===== src/rtl/mips_ctrl_pkg.sv =====
// Shared constants, state encoding and control bundle for the multicycle MIPS controller.
// Build option: define MIPS_CTRL_ADDI_EN to make addi (0x08) a supported opcode.
package mips_ctrl_pkg;

    localparam int unsigned OP_W  = 6;
    localparam int unsigned ST_W  = 4;
    localparam int unsigned SEL_W = 2;

    localparam logic [OP_W-1:0] OP_RTYPE = 6'h00;
    localparam logic [OP_W-1:0] OP_J     = 6'h02;
    localparam logic [OP_W-1:0] OP_BEQ   = 6'h04;
    localparam logic [OP_W-1:0] OP_ADDI  = 6'h08;
    localparam logic [OP_W-1:0] OP_LW    = 6'h23;
    localparam logic [OP_W-1:0] OP_SW    = 6'h2B;

    localparam logic [SEL_W-1:0] ALUOP_ADD   = 2'b00;
    localparam logic [SEL_W-1:0] ALUOP_SUB   = 2'b01;
    localparam logic [SEL_W-1:0] ALUOP_FUNCT = 2'b10;

    localparam logic [SEL_W-1:0] PCSRC_ALU    = 2'b00;
    localparam logic [SEL_W-1:0] PCSRC_ALUOUT = 2'b01;
    localparam logic [SEL_W-1:0] PCSRC_JUMP   = 2'b10;

    localparam logic [SEL_W-1:0] SRCB_B       = 2'b00;
    localparam logic [SEL_W-1:0] SRCB_FOUR    = 2'b01;
    localparam logic [SEL_W-1:0] SRCB_IMM     = 2'b10;
    localparam logic [SEL_W-1:0] SRCB_IMM_SH2 = 2'b11;

    typedef enum logic [ST_W-1:0] {
        S_FETCH     = 4'd0,
        S_DECODE    = 4'd1,
        S_MEMADDR   = 4'd2,
        S_MEMREAD   = 4'd3,
        S_MEMWB     = 4'd4,
        S_MEMWRITE  = 4'd5,
        S_EXECUTE   = 4'd6,
        S_RCOMPLETE = 4'd7,
        S_BRANCH    = 4'd8,
        S_JUMP      = 4'd9,
        S_ADDIEXEC  = 4'd10,
        S_ADDIWB    = 4'd11
    } state_t;

    // Raw per-state control word; FETCH-time ir_write/pc_write are later qualified by memory ready.
    typedef struct packed {
        logic             pc_write;
        logic             pc_write_cond;
        logic             iord;
        logic             mem_read;
        logic             mem_write;
        logic             mem_to_reg;
        logic             ir_write;
        logic [SEL_W-1:0] pc_source;
        logic [SEL_W-1:0] alu_op;
        logic             alu_src_a;
        logic [SEL_W-1:0] alu_src_b;
        logic             reg_write;
        logic             reg_dst;
    } ctrl_t;

    // Opcodes that DECODE dispatches; anything else raises Illegal.
    function automatic logic op_supported(input logic [OP_W-1:0] op);
        case (op)
            OP_RTYPE, OP_J, OP_BEQ, OP_LW, OP_SW: op_supported = 1'b1;
`ifdef MIPS_CTRL_ADDI_EN
            OP_ADDI: op_supported = 1'b1;
`endif
            default: op_supported = 1'b0;
        endcase
    endfunction

endpackage


===== src/rtl/mips_ctrl_outdec.sv =====
// State-to-control-word decoder for the multicycle MIPS controller (Moore outputs).
// Build option: MIPS_CTRL_ADDI_EN adds the ADDIEXEC/ADDIWB decodes.
module mips_ctrl_outdec
    import mips_ctrl_pkg::*;
(
    input  state_t state,
    output ctrl_t  ctrl
);

    // Per-state datapath controls; anything not set here stays 0, including unused encodings.
    always_comb begin
        ctrl = '0;
        case (state)
            S_FETCH: begin
                ctrl.mem_read  = 1'b1;
                ctrl.ir_write  = 1'b1;
                ctrl.pc_write  = 1'b1;
                ctrl.alu_src_b = SRCB_FOUR;
                ctrl.alu_op    = ALUOP_ADD;
                ctrl.pc_source = PCSRC_ALU;
            end
            S_DECODE: begin
                ctrl.alu_src_b = SRCB_IMM_SH2;
                ctrl.alu_op    = ALUOP_ADD;
            end
            S_MEMADDR: begin
                ctrl.alu_src_a = 1'b1;
                ctrl.alu_src_b = SRCB_IMM;
                ctrl.alu_op    = ALUOP_ADD;
            end
            S_MEMREAD: begin
                ctrl.mem_read = 1'b1;
                ctrl.iord     = 1'b1;
            end
            S_MEMWB: begin
                ctrl.reg_write  = 1'b1;
                ctrl.mem_to_reg = 1'b1;
            end
            S_MEMWRITE: begin
                ctrl.mem_write = 1'b1;
                ctrl.iord      = 1'b1;
            end
            S_EXECUTE: begin
                ctrl.alu_src_a = 1'b1;
                ctrl.alu_src_b = SRCB_B;
                ctrl.alu_op    = ALUOP_FUNCT;
            end
            S_RCOMPLETE: begin
                ctrl.reg_write = 1'b1;
                ctrl.reg_dst   = 1'b1;
            end
            S_BRANCH: begin
                ctrl.alu_src_a     = 1'b1;
                ctrl.alu_src_b     = SRCB_B;
                ctrl.alu_op        = ALUOP_SUB;
                ctrl.pc_write_cond = 1'b1;
                ctrl.pc_source     = PCSRC_ALUOUT;
            end
            S_JUMP: begin
                ctrl.pc_write  = 1'b1;
                ctrl.pc_source = PCSRC_JUMP;
            end
`ifdef MIPS_CTRL_ADDI_EN
            S_ADDIEXEC: begin
                ctrl.alu_src_a = 1'b1;
                ctrl.alu_src_b = SRCB_IMM;
                ctrl.alu_op    = ALUOP_ADD;
            end
            S_ADDIWB: begin
                ctrl.reg_write = 1'b1;
            end
`endif
            default: ;
        endcase
    end

endmodule


===== src/rtl/mips_multicycle_control.sv =====
// Main control FSM of the multicycle MIPS datapath with memory-ready stalls.
// Build option: define MIPS_CTRL_ADDI_EN to support addi (Op 0x08) via ADDIEXEC/ADDIWB.
module mips_multicycle_control
    import mips_ctrl_pkg::*;
#(
    parameter bit          USE_MEM_READY = 1'b1,
    parameter int unsigned STATE_WIDTH   = 4
)
(
    input  logic                   clk,
    input  logic                   rst_n,
    input  logic [OP_W-1:0]        Op,
    input  logic                   MemReady,
    output logic                   PCWrite,
    output logic                   PCWriteCond,
    output logic                   IorD,
    output logic                   MemRead,
    output logic                   MemWrite,
    output logic                   MemtoReg,
    output logic                   IRWrite,
    output logic [SEL_W-1:0]       PCSource,
    output logic [SEL_W-1:0]       ALUOp,
    output logic                   ALUSrcA,
    output logic [SEL_W-1:0]       ALUSrcB,
    output logic                   RegWrite,
    output logic                   RegDst,
    output logic                   Illegal,
    output logic [STATE_WIDTH-1:0] State
);

    state_t state;
    state_t state_nx;
    ctrl_t  ctrl;
    logic   mem_rdy;

    assign mem_rdy = USE_MEM_READY ? MemReady : 1'b1;

    // State register; reset lands in FETCH immediately.
    always_ff @(posedge clk or negedge rst_n) begin
        if (!rst_n) begin
            state <= S_FETCH;
        end else begin
            state <= state_nx;
        end
    end

    // Next-state: Op is only consulted in DECODE and MEMADDR.
    always_comb begin
        state_nx = S_FETCH;
        case (state)
            S_FETCH:    state_nx = mem_rdy ? S_DECODE : S_FETCH;
            S_DECODE: begin
                case (Op)
                    OP_LW, OP_SW: state_nx = S_MEMADDR;
                    OP_RTYPE:     state_nx = S_EXECUTE;
                    OP_BEQ:       state_nx = S_BRANCH;
                    OP_J:         state_nx = S_JUMP;
`ifdef MIPS_CTRL_ADDI_EN
                    OP_ADDI:      state_nx = S_ADDIEXEC;
`endif
                    default:      state_nx = S_FETCH;
                endcase
            end
            S_MEMADDR:  state_nx = (Op == OP_LW) ? S_MEMREAD : S_MEMWRITE;
            S_MEMREAD:  state_nx = mem_rdy ? S_MEMWB : S_MEMREAD;
            S_MEMWB:    state_nx = S_FETCH;
            S_MEMWRITE: state_nx = mem_rdy ? S_FETCH : S_MEMWRITE;
            S_EXECUTE:  state_nx = S_RCOMPLETE;
            S_RCOMPLETE: state_nx = S_FETCH;
            S_BRANCH:   state_nx = S_FETCH;
            S_JUMP:     state_nx = S_FETCH;
`ifdef MIPS_CTRL_ADDI_EN
            S_ADDIEXEC: state_nx = S_ADDIWB;
            S_ADDIWB:   state_nx = S_FETCH;
`endif
            default:    state_nx = S_FETCH;
        endcase
    end

    mips_ctrl_outdec u_outdec (
        .state (state),
        .ctrl  (ctrl)
    );

    // Final outputs: FETCH strobes wait for memory, and reset silences every enable.
    always_comb begin
        PCWrite     = rst_n & ctrl.pc_write & ((state != S_FETCH) | mem_rdy);
        IRWrite     = rst_n & ctrl.ir_write & mem_rdy;
        PCWriteCond = rst_n & ctrl.pc_write_cond;
        MemRead     = rst_n & ctrl.mem_read;
        MemWrite    = rst_n & ctrl.mem_write;
        RegWrite    = rst_n & ctrl.reg_write;
        Illegal     = rst_n & (state == S_DECODE) & ~op_supported(Op);
        IorD        = ctrl.iord;
        MemtoReg    = ctrl.mem_to_reg;
        PCSource    = ctrl.pc_source;
        ALUOp       = ctrl.alu_op;
        ALUSrcA     = ctrl.alu_src_a;
        ALUSrcB     = ctrl.alu_src_b;
        RegDst      = ctrl.reg_dst;
        State       = STATE_WIDTH'(state);
    end

endmodule


===== config.mk =====
export PLATFORM = sky130hd
export DESIGN_NAME = mips_multicycle_control
export DESIGN_NICKNAME = d
export VERILOG_FILES = /design/src/rtl/mips_ctrl_pkg.sv /design/src/rtl/mips_ctrl_outdec.sv /design/src/rtl/mips_multicycle_control.sv
export SDC_FILE = /design/constraint.sdc
export NUM_CORES = 1
export LEC_CHECK = 0
export CAP_MARGIN = 20
export CORE_AREA = 8 8 45 47
export CTS_CLUSTER_SIZE = 16
export DETAILED_ROUTE_END_ITERATION = 8
export DIE_AREA = 0 0 53 55
export PLACE_DENSITY_LB_ADDON = 0.12
export RECOVER_POWER = 25
export REMOVE_ABC_BUFFERS = 1
export SETUP_SLACK_MARGIN = 0.15
export SYNTH_ARGS = -nofsm -noshare
export SYNTH_HDL_FRONTEND = slang
export SYNTH_SLANG_ARGS = --single-unit

===== constraint.sdc =====
create_clock -name clk -period 5.25 [get_ports clk]
set_clock_uncertainty 0.2 [all_clocks]
set_input_delay 0.7875 -clock clk [delete_from_list [all_inputs] [get_ports clk]]
set_output_delay 0.7875 -clock clk [all_outputs]
set_load 0.03 [all_outputs]

==> results.json <==
{
  "antenna_found_initial": 0,
  "core-area_mm2": 0.00138,
  "leakage_nw": 0.293,
  "cp_cell_sequence": "dlygate4sd3_1 > or3_1 > or3_1 > and3_1 > clkdlybuf4s50_1",
  "grt_max_degree": 20,
  "cts_tree": "built",
  "worstSkewPairLatency_ns": 0.24,
  "diodes": 0,
  "viasPerCell": 5.30,
  "multiInputGateArea_um2": 340,
  "worstSetupEndpoint": "Illegal",
  "cts.sinks": 4,
  "cts_setup_buffers": 0,
  "drtAntennaViolNets": 0,
  "grt_pass1_vias": 518,
  "gp_congestion": 0.705,
  "timing.setup.tns_ns": 0,
  "track_usage_pct": 10.6,
  "cts_root_buffer": "clkbuf_4",
  "timing.final.hold_violations": 0,
  "syn_avg_cell_area_um2": 6.97,
  "hold_buffers": 0,
  "start_util_pct": 34.3,
  "final_util_pct": 56.4,
  "place_hpwl_um": 1100,
  "cp_max_fo": 3,
  "io_pins": 30,
  "fin_nets": 106,
  "rsz0062_at_grt": "false",
  "cp-end-kind": "primary output",
  "die_x_um": 53,
  "grt_overflow": 0,
  "register_area_um2": 100,
  "crit_arrival_ns": 2.89,
  "finalMaxSlewViolations": 0,
  "reg2reg_depth": 4,
  "timing.final.crit_period_ns": 3.88,
  "crit_path_start_kind": "input port",
  "total_power_uw": 134,
  "p_per_area_mw_per_mm2": 172,
  "max_freq_ghz": 0.258,
  "synth_seq_cells": 4,
  "clock_path_buffers": 2,
  "h-tree-depth": 1,
  "drive_gt1_share_pct": 6.32,
  "syn_inst": 68,
  "peakVddDrop_v": 0.000178,
  "criticalPathCategory": "input port to primary output",
  "timing.hold.ws_ns": 0.517,
  "synth_area_um2": 474,
  "drc": 0,
  "finalWirelength_um": 1460,
  "relSlewSlack_pct": 63.2,
  "yosysSeqAreaShare_pct": 21.1,
  "required_ns": 4.26,
  "die_h_um": 55,
  "hp-class": "flip-flop to flip-flop",
  "rrSetupSlack_ns": 3.41,
  "path_common_cell": "or3_1",
  "die_area_mm2": 0.00292,
  "timing.final.crit_share_pct": 73.8,
  "outcome": "finished, final reports clean",
  "cts_resized": 0,
  "slowest_stage": "clkdlybuf4s50_1",
  "synth_warnings": 0,
  "drv_cap": 0,
  "dr.pass1.iters": 4,
  "final.fill_count": 146,
  "cp-startpoint": "Op[3]",
  "r2r_end": "State[2]",
  "drt_iter0_markers": 9,
  "largest_reg_flops": 4,
  "vias": 588,
  "fin_cells": 111,
  "dp_cells": 108,
  "io_buffer_count": 29,
  "row_count": 14,
  "setup_viol": 0,
  "syn2layout_area_growth_pct": 64.6,
  "cts_made_buffers": 3,
  "clkTransAtPathRegs_ns": 0.04,
  "cp_slowest_stage_delay_ns": 0.59,
  "tightestPinTransition_ns": 0.552,
  "synth_cell_types": 28,
  "wl_per_cell_um": 13.2,
  "reg2reg_from": "State[1]",
  "grt_pass1_wl_um": 2350
}
critical path: cells and delay by family:
kind | cells | cell delay [ns]
buffers and inverters | 2 | 1.15
AND/OR/NAND/NOR | 3 | 0.95
routing by layer:
| metal | GRT usage, % | wire, um |
|---|---|---|
| met5 | 0 | 0 |
| met4 | 6.47 | 19 |
| met3 | 2.94 | 115 |
| met2 | 17.0 | 664 |
| met1 | 12.4 | 665 |
layout make-up:
cell class / count / share of cell area, %
Inverter: 2 / 0.962
Multi-Input combinational cell: 57 / 43.6
Clock buffer: 3 / 2.88
Sequential cell: 4 / 12.8
Tap cell: 16 / 2.56
Timing Repair Buffer: 29 / 37.2
where the power goes:
| group | internal [mW] | total (mW) | leakage (nW) | switching [mW] |
|---|---|---|---|---|
| clock network | 0.0255 | 0.0377 | 0.0138 | 0.0122 |
| logic | 0.0264 | 0.0571 | 0.225 | 0.0308 |
| registers | 0.0325 | 0.0394 | 0.0542 | 0.00689 |
synth_stat cells:
master	number	area share, %
nand3b_1	1	1.6
nand3_1	2	2.1
and4_1	1	1.8
nor3b_1	3	4.7
dfrtp_1	4	21
o21ai_0	4	4.2
and2_1	1	1.3
nor3_1	5	5.3
xnor2_1	3	5.5
or4b_1	1	2.1
nand2b_1	2	2.6
a211oi_1	1	1.6
inv_1	2	1.6
nor2b_1	2	2.6
o311ai_0	1	1.8
nor2_1	10	7.9
or3b_2	1	1.8
nor4_1	3	4.0
or4b_4	1	2.9
buf_6	1	2.4
and3_1	5	6.6
a31oi_1	1	1.3
or3_1	2	2.6
a21oi_1	2	2.1
nor2_2	1	1.3
o22ai_1	1	1.3
clkbuf_1	4	3.2
nand2_1	3	2.4
through the flow:
step | area [um^2] | setup WS (ns)
after floorplan | 448 | 2.34
after CTS | 781 | 1.50
after detailed placement | 758 | 1.50
after global placement | 758 | 1.52
after global routing | 781 | 1.27
final | 781 | 1.37
worst min path at each step:
stage,from,to,slack (ns),cells past startpoint
final,State[3],State[2],0.52,1
after global routing,State[3],State[0],0.62,1
after CTS,State[3],State[2],0.52,1
after detailed placement,State[3],State[2],0.52,1
after global placement,State[3],State[2],0.54,1
after floorplan,rst_n,State[0],0.29,0
cells in the final DEF, fill, tap and decap left out:
master           netlist  layout
nor3b_1                3       3
nand3_1                2       2
o21ai_0                4       4
or3b_2                 1       1
or4b_1                 1       1
nor3_1                 5       5
xnor2_1                3       3
and3_1                 5       5
nor2_2                 1       1
nand2b_1               2       2
dfrtp_1                4       4
nand2_1                3       3
clkdlybuf4s50_1        0      26
clkbuf_4               0       3
nor2_1                10      10
nand3b_1               1       1
nor4_1                 3       3
a211oi_1               1       1
or4b_4                 1       1
or3_1                  2       2
dlygate4sd3_1          0       3
nor2b_1                2       2
o311ai_0               1       1
a31oi_1                1       1
o22ai_1                1       1
a21oi_1                2       2
and2_1                 1       1
inv_1                  2       2
and4_1                 1       1
cell families after synthesis:
kind of cell | synth area share (%)
AO/OA/AOI/OAI | 12.4
XOR/XNOR | 5.54
buffers and inverters | 7.12
flip-flops | 21.1
AND/OR/NAND/NOR | 53.8
Note: power is estimated with default switching activity, not from simulation.
